[config.mk]
export PLATFORM = sky130hd
export DESIGN_NAME = sub_bytes_lp
export DESIGN_NICKNAME = d
export VERILOG_FILES = /design/src/rtl/sub_bytes_lp.sv
export SDC_FILE = /design/constraint.sdc
export NUM_CORES = 1
export LEC_CHECK = 0
export CORE_ASPECT_RATIO = 1.75
export CORE_MARGIN = 4
export CORE_UTILIZATION = 60
export DETAILED_ROUTE_END_ITERATION = 8
export GPL_TIMING_DRIVEN = 0
export PLACE_DENSITY = 0.89
export REMOVE_ABC_BUFFERS = 1
export SLEW_MARGIN = 20
export SYNTH_ARGS = -nofsm -noshare
export SYNTH_HDL_FRONTEND = slang
export SYNTH_SLANG_ARGS = --single-unit
[constraint.sdc]
create_clock -name clock -period 6.3 [get_ports clock]
set_input_delay 0.945 -clock clock [delete_from_list [all_inputs] [get_ports clock]]
set_output_delay 0.945 -clock clock [all_outputs]
set_load 0.05 [all_outputs]
[src/rtl/sub_bytes_lp.sv]
// sub_bytes_lp: AES SubBytes over a 128-bit block using one shared S-box.
// One byte per cycle; the full result is published in a single update.
module sub_bytes_lp (
  input  logic         clock,
  input  logic         reset,
  input  logic         enableS,
  input  logic [0:127] blocoIn,
  output logic [0:127] blocoOut,
  output logic         busy,
  output logic         done
);

  typedef enum logic {
    IDLE,
    RUN
  } state_t;

  // Forward S-box, entry 0 in the top byte.
  localparam logic [2047:0] SBOX = {
    128'h637c777bf26b6fc53001672bfed7ab76,
    128'hca82c97dfa5947f0add4a2af9ca472c0,
    128'hb7fd9326363ff7cc34a5e5f171d83115,
    128'h04c723c31896059a071280e2eb27b275,
    128'h09832c1a1b6e5aa0523bd6b329e32f84,
    128'h53d100ed20fcb15b6acbbe394a4c58cf,
    128'hd0efaafb434d338545f9027f503c9fa8,
    128'h51a3408f929d38f5bcb6da2110fff3d2,
    128'hcd0c13ec5f974417c4a77e3d645d1973,
    128'h60814fdc222a908846eeb814de5e0bdb,
    128'he0323a0a4906245cc2d3ac629195e479,
    128'he7c8376d8dd54ea96c56f4ea657aae08,
    128'hba78252e1ca6b4c6e8dd741f4bbd8b8a,
    128'h703eb5664803f60e613557b986c11d9e,
    128'he1f8981169d98e949b1e87e9ce5528df,
    128'h8ca1890dbfe6426841992d0fb054bb16
  };

  state_t       state;
  state_t       stateNext;
  logic [3:0]   idx;
  logic [3:0]   sel;
  logic [0:127] capture;
  logic [0:127] work;
  logic [7:0]   sIn;
  logic [7:0]   sOut;
  logic         start;
  logic         last;

  // Mux parked on byte 0 while idle so the S-box sees no activity.
  assign sel  = (state == RUN) ? idx : 4'd0;
  assign sIn  = capture[{sel, 3'b000} +: 8];
  assign sOut = SBOX[{~sIn, 3'b000} +: 8];
  assign busy = (state == RUN);

  always_comb begin
    stateNext = state;
    start     = 1'b0;
    last      = 1'b0;
    unique case (state)
      IDLE: begin
        if (enableS) begin
          start     = 1'b1;
          stateNext = RUN;
        end
      end
      RUN: begin
        if (idx == 4'd15) begin
          last      = 1'b1;
          stateNext = IDLE;
        end
      end
      default: stateNext = IDLE;
    endcase
  end

  always_ff @(posedge clock or negedge reset) begin
    if (!reset) begin
      state <= IDLE;
      done  <= 1'b0;
    end else begin
      state <= stateNext;
      done  <= last;
    end
  end

  always_ff @(posedge clock or negedge reset) begin
    if (!reset) begin
      idx <= 4'd0;
    end else if (start) begin
      idx <= 4'd0;
    end else if (state == RUN) begin
      idx <= idx + 4'd1;
    end
  end

  always_ff @(posedge clock or negedge reset) begin
    if (!reset) begin
      capture <= '0;
    end else if (start) begin
      capture <= blocoIn;
    end
  end

  always_ff @(posedge clock or negedge reset) begin
    if (!reset) begin
      work <= '0;
    end else if (state == RUN) begin
      work[{idx, 3'b000} +: 8] <= sOut;
    end
  end

  // Last byte bypasses the work register so the update is one edge.
  always_ff @(posedge clock or negedge reset) begin
    if (!reset) begin
      blocoOut <= '0;
    end else if (last) begin
      blocoOut <= {work[0:119], sOut};
    end
  end

endmodule

* Word level (Yosys, flattened, before mapping)
Index checks and enable logic that the tools add are counted.
** Cells by class
- Add/sub/neg operators :: 2
- Equality and inequality tests :: 1
- Shifts and indexed selects :: 4
- Muxes and demuxes :: 10
- Bitwise logic cells :: 4
- Reduce and logical (&&, ||, !) cells :: 1
** Operators by type and width (count)
- indexed part select 2048 x 12 -> 8 bit, first input constant :: 1
- variable shift 129 x 9 -> 128 bit, first input constant :: 1
- indexed part select 128 x 8 -> 129 bit :: 1
- indexed part select 129 x 9 -> 128 bit :: 1
- bitwise mux 128 bit :: 1
- inverter 7 -> 8 bit :: 2
- 2-to-1 mux 4 bit :: 3
- negator 8 -> 9 bit :: 1
- inverter 8 bit :: 1
- 2-to-1 mux 1 bit :: 5
- adder 4 x 1 -> 4 bit, second input constant :: 1
- == test 4 bit, second input constant :: 1
- case mux 1 bit (2 select lines) :: 1
- nonzero test 2 bit :: 1
- inverter 1 bit :: 1
** Storage, ports and cells
- Register bits after elaboration :: 390
- Output and inout port bits :: 130

* Longest topological paths before layout
- Depth after elaboration :: 7
- Depth in mapped cells :: 21
- Mapped depth without buffers :: 14

* Least setup slack after synthesis
No wires, ideal clock.
- Path kind :: reg2reg
- From :: reg state (netlist: busy)
- To :: reg work[18] in the netlist's numbering
- Library setup time :: 121 ps
- Arrival time :: 4208 ps
- Data required time :: 6179 ps
- Setup slack :: 1971 ps
- Stages on the path, launching flop included :: 20
- Buffers on the path :: 7
- Period minus slack after synthesis :: 4329 ps
- Cell sequence :: dfrtp_1 buf_2 buf_4 nand2_2 a32oi_1 o2111ai_1 a221oi_2 inv_2 buf_2 ha_1 clkbuf_1 clkbuf_1 inv_1 o211ai_1 a2111oi_0 nor3_1 or3_1 buf_2 buf_6 a22o_1
** On the way
- Cells in the longest elaborated chain, start to end :: 7
** Ends and longest elaborated chain
- from (decl) :: line 38 : state_t state;
- from (signal assigned) :: line 81 : state <= stateNext;
- 2-to-1 mux 4 bit :: line 50 : assign sel = (state == RUN) ? idx : 4'd0;
- inverter 7 -> 8 bit (implied by the code) :: line 51 : assign sIn = capture[{sel, 3'b000} +: 8];
- indexed part select 128 x 8 -> 129 bit :: line 51
- inverter 8 bit :: line 52 : assign sOut = SBOX[{~sIn, 3'b000} +: 8];
- indexed part select 2048 x 12 -> 8 bit :: line 52
- indexed part select 129 x 9 -> 128 bit :: line 108 : work[{idx, 3'b000} +: 8] <= sOut;
- bitwise mux 128 bit :: line 108
- to (signal, indexed assignment) :: line 108
- to (decl) :: line 43 : logic [0:127] work;
Several ways; a longest one is shown, not always the timed one.
A chain may end at the register's enable or synchronous reset.

* Final worst setup path
- From :: reg idx[2]
- To :: reg blocoOut[125] in the netlist's numbering
** On the way
- Cells in the longest elaborated chain, start to end :: 5
- Elaborated cells between the ends (all ways) :: 8
- Those cells by class :: eq/ne (1); shift (2); mux (3); bitwise (2)
** Ends and longest elaborated chain
- from (decl) :: line 40 : logic [3:0] idx;
- from (signal assigned) :: line 92 : idx <= idx + 4'd1;
- 2-to-1 mux 4 bit :: line 50
- inverter 7 -> 8 bit (implied by the code) :: line 51
- indexed part select 128 x 8 -> 129 bit :: line 51
- inverter 8 bit :: line 52
- indexed part select 2048 x 12 -> 8 bit :: line 52
- to (signal assigned) :: line 117 : blocoOut <= {work[0:119], sOut};
- to (decl) :: line 8 : output logic [0:127] blocoOut,
Several ways; a longest one is shown, not always the timed one.

==> impl_metrics.csv <==
group,metric,value,unit
yosys,syn_avg_cell_area,9.912,um^2
timing,max_slew.worst_pin.slew,1.170,ns
critical_path,worstPathMaxFanout,33,
floorplan,fp.coreArea,31530,um^2
placed_design,hpwlAfterDp,50080,um
critical_path,r2r_end,"blocoOut[125]",
cells_and_area,finalInstanceArea,23360,um^2
routing,route.top_layer_used,"met4",
routing,drtIter0Drc,1995,
yosys,async_flop_share,100.0,%
timing,min_period,6.297,ns
timing,finalSetupViolCount,0,
routing,vias,17530,
routing,drc,0,
yosys,yosysWarningCount,0,
cells_and_area,fill_cells,1914,
clock_tree,cts_buffer_depth,3,
critical_path,endpoint_kind,"register",
floorplan,start_util,60.96,%
cells_and_area,multiInputGateArea,8830,um^2
routing,wl_met1,22870,um
clock_tree,clk_pin_slew,0.07,ns
routing,wl_met2,36830,um
yosys,synthSimpleGateAreaFrac,16.27,%
min_path,hold_path_class,"in -> async",
yosys,ys_ff_latch,382,
yosys,ys_types,97,
timing,holdWs,0.2572,ns
timing,hold_viol_final,0,
global_routing,grt-ovfl-total,0,
global_routing,antenna_found_initial,2,
floorplan,ios,261,
yosys,muxShareOfSynthArea,10.21,%
floorplan,rows,86,
cells_and_area,drive_above_1_share,14.42,%
routing,met3_length,6134,um
global_routing,grt_pass1_wl,110000,um
cells_and_area,regArea,9572,um^2
global_routing,grt_max_degree,108,
yosys,synth-xor-area-share,0.1367,%
clock_tree,clock_latency,0.55,ns
yosys,synth_fa_ha_area_share,1.302,%
timing,rsz0062_at_grt,"false",
floorplan,die_h,244.8,um
timing,setup_ws,0.002636,ns
clock_tree,cts_tree,"yes",
yosys,syn-cell-area,19220,um^2
critical_path,cp-startpoint,"idx[2]",
timing,clock.fmax,0.1588,GHz
placed_design,dpl_cell_area,22100,um^2
floorplan,chipWidth,143.3,um
critical_path,reg2reg_depth,14,
yosys,synthFlopType,"dfrtp_1",
yosys,synth_top_family_by_area,"compound AO/OA/AOI/OAI gates",
cells_and_area,layout.nets,2264,
routing,viasPerCell,6.919,
clock_tree,ctsRootBufferMaster,"clkbuf_16",
yosys,synth_top_cell_area_share,49.74,%
timing,final.period_utilization,99.96,%
timing,max_slew_margin,21.73,%
yosys,synth_seq_area_share,49.74,%
critical_path,required,6.69,ns
timing,final.setup.tns,0,ns
global_routing,grt_usage,41.50,%
timing,clock-skew-final,0.01269,ns
critical_path,r2r_start,"idx[2]",
critical_path,startpoint_type,"register",
routing,wl_per_cell,28.86,um
yosys,synth_area_leaders,"dfrtp_1, nand2_1, mux2_2, o21ai_0, buf_6",
clock_tree,htree_levels,2,
global_routing,grt_pass1_vias,18560,
routing,postRouteAntennaNets,0,
routing,drtPass1Iterations,6,
cells_and_area,area_delta_synth_final,21.57,%
floorplan,dieArea,35070,um^2
clock_tree,cts_sinks,382,
timing,maxSlewViolCount,0,
yosys,synth_edf_count,0,
critical_path,rrSetupSlack,0.003,ns
run,maxCapViolations,0,
clock_tree,numCtsBuffers,35,
routing,routed_wl,73130,um
yosys,yosysTopAreaCell,"dfrtp_1",
outcome,outcome,"finished clean",
critical_path,path_class,"reg -> reg",
placed_design,gp_congestion,1.046,
yosys,synth-compound-area-share,17.27,%
critical_path,critPathArrivalTime,6.69,ns
yosys,netlist_instances,1939,
placed_design,io_buffers,260,
placed_design,dp_slack,-1.349,ns
through the flow:
| stage | utilization [%] | cells |
|---|---|---|
| 5_1_grt | 74.11 | 2534 |
| 3_3_place_gp | 67.90 | 2440 |
| 3_5_place_dp | 70.11 | 2467 |
| 6_report | 74.11 | 2534 |
| 2_1_floorplan | - | 1784 |
| 4_1_cts | 73.94 | 2528 |
sequential cells by signal (all words and copies together) (netlist names):
register  flops
work        120
busy          1
idx           4
capture     128
done          1
blocoOut    128
placed cells by master, fill, tap and decap left out, types with 27 or more instances in the layout:
master	count
a211oi_1	27
a21oi_1	58
clkbuf_16	35
clkdlybuf4s50_1	259
dfrtp_1	378
mux2_2	130
nand2_1	536
nand3_1	27
nor2_1	66
nor3_1	27
o21ai_0	110
cell families after synthesis:
kind of cell | Yosys count
adders and majority gates | 20
AOI/OAI and AO/OA | 456
xor gates and xnor gates | 3
muxes | 163
buffers and inverters | 172
and+or+nand+nor | 743
DFF | 382
cell type report:
cell class,instances,area share (%)
Multi-Input combinational cell,1385,37.79
Sequential cell,382,40.97
Clock buffer,48,4.172
Antenna cell,2,0.02142
Tap cell,396,2.121
Inverter,17,0.3427
Timing Repair Buffer,292,13.83
Clock inverter,12,0.7604
what timing repair did:
action / CTS / global route
hold buffers: 0 / 0
buffers inserted: 1 / 4
pin swaps: 0 / 1
setup endpoints to repair: 128 / 59
resized for setup: 11 / 4
critical path, cell delays in order (launching register included):
cell and delay (ns):
dfrtp_2 0.95, clkinv_2 0.45, a2111oi_0 0.44, a211oi_1 0.10, and2_2 0.42, clkinvlp_4 0.46, ha_2 0.51, inv_1 0.33
a21oi_2 0.47, or3_1 0.17, o311ai_0 0.16, nand4_1 0.23, a2bb2oi_1 0.59, o31a_2 0.58, o21ai_0 0.22
Yosys cell counts (12+ instances only):
library cell  count
o31ai_1          21
mux4_2           13
a22o_1           17
o31ai_2          12
buf_4            14
a32o_1           15
nand2_1         536
mux2_2          130
a21oi_1          59
o21ai_1          22
buf_6            30
o21ai_0         110
dfrtp_1         382
ha_1             20
a311oi_1         15
clkbuf_1         75
mux2i_1          18
a31oi_1          15
nor3_1           29
buf_2            32
nand3_1          29
nor2_1           67
o211ai_1         17
a211oi_1         27
nand4_1          15
metal layers:
layer  vias to the layer above  GRT usage (%)
met4                         0          35.23
met5                         -              0
met3                       440          7.973
li1                       7244              -
met1                      8506          43.48
met2                      1344          70.31
worst max-delay path by stage:
stage / depth (start not counted) / slack, ns / to
global placement: 1 / -11.22 / blocoOut[16]
finish: 14 / 0.003 / blocoOut[125]
CTS: 16 / 0.05 / work[47]
detailed placement: 14 / -1.35 / work[5]
floorplan: 2 / -1.20 / capture[0]
global route: 13 / 0.08 / work[12]
Power is not shown: default switching activity piles up to over one toggle a cycle in this logic, so the estimate is an artifact.
